$ cat config.mk
export PLATFORM = sky130hd
export DESIGN_NAME = sysid_info_slave
export DESIGN_NICKNAME = d
export VERILOG_FILES = /design/src/rtl/sysid_info_slave.sv
export SDC_FILE = /design/constraint.sdc
export NUM_CORES = 1
export LEC_CHECK = 0
export ABC_AREA = 1
export BUFFER_PORTS_ARGS = -buffer_cell sky130_fd_sc_hd__buf_2
export CORE_ASPECT_RATIO = 2
export CORE_UTILIZATION = 55
export DETAILED_ROUTE_END_ITERATION = 10
export HOLD_SLACK_MARGIN = 0.05
export PLACE_DENSITY = 0.72
export REMOVE_ABC_BUFFERS = 1
export SKIP_LAST_GASP = 1
export SYNTH_ARGS = -nofsm -noshare
export SYNTH_HDL_FRONTEND = slang
export SYNTH_SLANG_ARGS = --single-unit
$ cat constraint.sdc
create_clock -name clock -period 1.9 [get_ports clock]
set_input_delay 0.38 -clock clock [delete_from_list [all_inputs] [get_ports clock]]
set_output_delay 0.38 -clock clock [all_outputs]
set_load 0.05 [all_outputs]
$ cat src/rtl/sysid_info_slave.sv
// System-identification Avalon-MM slave: build identity words, a 64-bit uptime
// counter with coherent high-word snapshot, and a byte-writable scratch register.
module sysid_info_slave #(
  parameter logic [31:0] SYSTEM_ID    = 32'h0000_0000,
  parameter logic [31:0] TIMESTAMP    = 32'h0000_0000,
  parameter logic [31:0] VERSION      = 32'h0000_0002,
  parameter logic [31:0] CLOCK_HZ     = 32'd50_000_000,
  parameter logic [31:0] SCRATCH_INIT = 32'h0000_0000,
  parameter int unsigned ADDR_WIDTH   = 3,
  parameter logic [63:0] RESET_UPTIME = 64'h0
) (
  input  logic                  clock,
  input  logic                  reset_n,
  input  logic [ADDR_WIDTH-1:0] address,
  input  logic                  read,
  input  logic                  write,
  input  logic [31:0]           writedata,
  input  logic [3:0]            byteenable,
  output logic [31:0]           readdata,
  output logic                  readdatavalid
);

  localparam int unsigned DATA_W  = 32;
  localparam int unsigned CNT_W   = 64;
  localparam int unsigned LANES   = 4;
  localparam logic [31:0] MAGIC   = 32'h5359_5344;

  logic [CNT_W-1:0]      count;
  logic [DATA_W-1:0]     shadow;
  logic [DATA_W-1:0]     scratch;
  logic [ADDR_WIDTH-1:0] hi_c;
  logic [2:0]            word_c;
  logic                  mapped_c;
  logic                  wr_c;
  logic                  rd_up_c;
  logic                  clr_up_c;
  logic                  wr_scratch_c;
  logic [DATA_W-1:0]     rd_mux_c;

  // Word decode; a simultaneous read wins and the write is dropped.
  assign hi_c         = address >> 3;
  assign word_c       = address[2:0];
  assign mapped_c     = (hi_c == '0);
  assign wr_c         = write & ~read;
  assign rd_up_c      = read & mapped_c & (word_c == 3'd2);
  assign clr_up_c     = wr_c & mapped_c & (word_c == 3'd2);
  assign wr_scratch_c = wr_c & mapped_c & (word_c == 3'd4);

  always_comb begin
    rd_mux_c = '0;
    if (mapped_c) begin
      case (word_c)
        3'd0: rd_mux_c = SYSTEM_ID;
        3'd1: rd_mux_c = TIMESTAMP;
        3'd2: rd_mux_c = count[DATA_W-1:0];
        3'd3: rd_mux_c = shadow;
        3'd4: rd_mux_c = scratch;
        3'd5: rd_mux_c = VERSION;
        3'd6: rd_mux_c = CLOCK_HZ;
        3'd7: rd_mux_c = MAGIC;
      endcase
    end
  end

  // Free-running uptime; a write to word 2 restarts it from zero.
  always_ff @(posedge clock or negedge reset_n) begin
    if (!reset_n) begin
      count <= RESET_UPTIME;
    end else if (clr_up_c) begin
      count <= '0;
    end else begin
      count <= count + CNT_W'(1);
    end
  end

  // High word latched on the same edge the low word is read, so the pair is coherent.
  always_ff @(posedge clock or negedge reset_n) begin
    if (!reset_n) begin
      shadow <= '0;
    end else if (rd_up_c) begin
      shadow <= count[CNT_W-1:DATA_W];
    end
  end

  always_ff @(posedge clock or negedge reset_n) begin
    if (!reset_n) begin
      scratch <= SCRATCH_INIT;
    end else if (wr_scratch_c) begin
      for (int i = 0; i < int'(LANES); i++) begin
        if (byteenable[i]) scratch[8*i +: 8] <= writedata[8*i +: 8];
      end
    end
  end

  // Fixed one-cycle read response; data holds between reads.
  always_ff @(posedge clock or negedge reset_n) begin
    if (!reset_n) begin
      readdata      <= '0;
      readdatavalid <= 1'b0;
    end else begin
      readdatavalid <= read;
      if (read) readdata <= rd_mux_c;
    end
  end

endmodule

### Word-level counts from Yosys, hierarchy flattened

Cells that the tools add are included.
W data, S select, Z words.

* mux-type cells: 2
* bitwise gates (word level): 5
* reductions and logical operators: 6
* eq/ne operators: 7
* add/subtract/negate cells: 1

Operator list (number)
* $pmux W32 S7: 1
* $add A64 B1 Y64 const B: 1
* $mux W64: 1
* $eq A3 B3 Y1 const B: 4
* $reduce_and A2 Y1: 4
* $eq A3 B2 Y1 const B: 2
* $and A1 B1 Y1: 4
* $eq A3 B1 Y1 const B: 1
* $logic_not A3 Y1: 1
* $reduce_or A2 Y1: 1
* $not A1 Y1: 1

* word-level logic and storage cells: 29
* output and inout port bits: 33
* bits in registers: 161
* input port bits: 43

### Longest topological paths before layout

* word-level depth: 4
* mapped depth: 10
* mapped depth without buffers: 10

### Worst setup path after synthesis

Ideal clock, no wire load.

* path kind: register to register
* start: register count[0]
* end: register count[52]
* path buffers: 0
* required time: 1.783 ns
* clock period less this slack: 1.527 ns
* library setup time: 0.117 ns
* data arrival time: 1.410 ns
* stages on the path, launching flop included: 11
* slack: 0.373 ns
* cells stage by stage: dfrtp_1 > ha_1 > nand2_1 > nor2_2 > nand2_2 > nor2_4 > nand2_2 > nor2_1 > nand2_1 > nand2_1 > nor2_1

* longest elaborated chain between the ends: 2

Ends and longest elaborated chain
* start, declared: RTL line 28 `logic [CNT_W-1:0] count;`
* start signal, assigned: RTL line 72 `count <= count + CNT_W'(1);`
* $add A64 B1 Y64: RTL line 72
* $mux W64: RTL line 69 `end else if (clr_up_c) begin`

No other way between the ends.
A chain may end at the register's enable or synchronous reset.

### Final worst setup path

* start: register count[29]
* end: register count[53]

The elaborated chain is that of the path after synthesis.

==> results.json <==
{
  "p_seq_frac": 0.458,
  "timing.fmax_mhz": 556.1,
  "dieArea_mm2": 0.01567,
  "switching_share": 0.2805,
  "p_leak_nw": 5.005,
  "die_w_um": 89.03,
  "status": "completed",
  "hold_viol_final": 0,
  "port_buffers": 75,
  "final_common_cell": "nand2_1",
  "wirelength_um": 27130,
  "setup_viol_count_final": 0,
  "final.min_clock_period_ps": 1798,
  "crit_end": "count[53]",
  "reg2reg_from": "count[29]",
  "finalSetupTns_ps": 0,
  "p_per_area_mw_per_mm2": 879.0,
  "vias": 7730,
  "cts_tree": "built",
  "synth_top_area_share": 0.4836,
  "intPower_mw": 6.271,
  "maxCapViolCount": 0,
  "yosys_warnings": 0,
  "nFillCells": 1374,
  "worstMarginPinSlew_ps": 440.1,
  "diodes": 0,
  "clkPwrFrac": 0.412,
  "io_pins": 76,
  "max_slew_margin": 0.7066,
  "root_buffer": "clkbuf_16",
  "die-height_um": 176.1,
  "regArea_mm2": 0.004029,
  "cp-end-kind": "flop",
  "clockBufferDepth": 2,
  "rows": 63,
  "cts_sinks": 161,
  "whs_ps": 181.7,
  "pre_cts_slack_ps": 68.54,
  "grt_pass1_vias": 7824,
  "final_cell_mix": "340 x nand2_1, 181 x nor2_1, 161 x dfrtp_1, 105 x inv_1, 74 x buf_2",
  "utilization": 0.6691,
  "hp-class": "in -> reg",
  "yosysSeqAreaShare": 0.4836,
  "r2r_cells": 9,
  "r2r-end": "count[53]",
  "ir_drop_uv": 556.0,
  "start_util": 0.5622,
  "setup_slack_ps": 101.7,
  "yosysTopAreaCell": "dfrtp_1",
  "cp.arrival_ps": 2120,
  "cp.required_ps": 2220,
  "wire_per_inst_um": 19.13,
  "gp_congestion": 1.044,
  "finalClockSkew_ps": 11.58,
  "startpoint_type": "flop",
  "multi_input_area_mm2": 0.003794,
  "max_stage_delay_ps": 550,
  "power_mw": 8.716,
  "ys_types": 30,
  "cp_slowest_cell": "dfrtp_1",
  "dpl.hpwl_um": 21030,
  "nets": 1255,
  "via_per_inst": 5.451,
  "design_area_mm2": 0.009916,
  "p_switching_mw": 2.445,
  "drive_gt1_frac": 0.1864,
  "ys_ff_latch": 161,
  "grt_max_degree": 55,
  "synthCells": 1093,
  "design.core.area_mm2": 0.01482,
  "slew_viol_final": 0,
  "cp_common_cell": "nand2_1",
  "path_class": "reg -> reg",
  "area_growth_pct": 19.01,
  "drtIter0Drc": 525,
  "grt.overflow.total": 0,
  "cts.htree.levels": 4,
  "reg2reg_slack_ps": 100,
  "antenna_found_initial": 0,
  "synthTopCellsByArea": "dfrtp_1 48%, nand2_1 15%, nor2_1 8.2%",
  "drc": 0,
  "grtUsageTotal": 0.3739,
  "post-route-period-util": 0.9465,
  "cts_buffers": 17,
  "startpoint": "count[29]",
  "grt_pass1_wl_um": 42040,
  "worstPathCellList": "nand2_1 -> nor2_1 -> nand2_1 -> nor2_1 -> nand2_1 -> nor2_1 -> nand2_1 -> nand2_1 -> nor2_1",
  "worstPathMaxFanout": 5,
  "stdcell_count": 1418,
  "dpl.cell_count": 1384,
  "dr.pass1.iters": 5,
  "drtAntennaViolNets": 0,
  "combPwrFrac": 0.130,
  "synth_area_per_cell_um2": 7.623,
  "synth_area_mm2": 0.008332,
  "place_area_mm2": 0.009246,
  "hp-start": "writedata[26]",
  "clk-insertion-delay-late_ps": 430,
  "clk_pin_slew_ps": 70
}
[layout make-up]
type                            instances  share of cell area
Sequential cell                       161              0.4063
Multi-Input combinational cell        798              0.3826
Timing Repair Buffer                  125             0.08416
Clock buffer                           20             0.04606
Inverter                              108             0.04088
Tap cell                              195             0.02461
Clock inverter                         11             0.01539
[worst min-delay path by stage]
stage,endpoint,depth (start not counted)
floorplan,count[0],0
global placement,readdata[11],1
detailed placement,readdata[11],1
CTS,scratch[26],2
global route,scratch[29],2
finish,scratch[26],2
[synthesized netlist by cell type, drive strengths merged]
library cell,number
ha,1
inv,108
o22ai,2
nor2,199
o211ai,4
xor2,3
clkbuf,13
nand3,34
nor3,9
o21a,1
a21oi,54
nand2,352
nand3b,3
dfrtp,161
nand4,8
o21ai,75
buf,13
mux2,38
a22oi,15
[worst max-delay path, delay by kind of cell (launching register included)]
kind	cells	cell delay [ps]
flops	1	550
simple gates	9	1150
[routing by layer]
| layer | wire (um) | global-route usage | part of all wire |
|---|---|---|---|
| met1 | 9629 | 0.3969 | 0.35 |
| met5 | 0 | 0 | 0 |
| met2 | 14000 | 0.6404 | 0.52 |
| met3 | 1099 | 0.06171 | 0.041 |
| met4 | 2405 | 0.2870 | 0.089 |
[logic make-up after synthesis]
family / after synthesis / share of synthesized area
XOR/XNOR: 3 / 0.003154
AO/OA/AOI/OAI: 151 / 0.09701
AND/OR/NAND/NOR: 605 / 0.2967
multiplexers: 38 / 0.05361
adder cells (fa/ha/maj): 1 / 0.001501
buffers and inverters: 134 / 0.06442
flip-flops: 161 / 0.4836
[power by group through the flow]
stage / Sequential, mW / Combinational [mW] / Clock (mW)
after detailed placement: 4.04 / 1.11 / 0
after global placement: 4.03 / 1.08 / 0
after CTS: 3.98 / 1.13 / 3.62
final: 3.99 / 1.14 / 3.59
after floorplan: 4.19 / 0.499 / 0
after global routing: 4.03 / 1.26 / 3.76
[state kept, by name (all words and copies together) (netlist names)]
signal,flops
count,64
scratch,32
readdatavalid,1
shadow,32
readdata,32
[timing repair]
| action | CTS | global route |
|---|---|---|
| hold buffers | 1 | 0 |
| hold endpoints to repair | 40 | 0 |
| setup endpoints to repair | 0 | 11 |
| gates resized for setup | 0 | 6 |
| setup buffers | 0 | 2 |
Power figures use the tool's default switching activity.
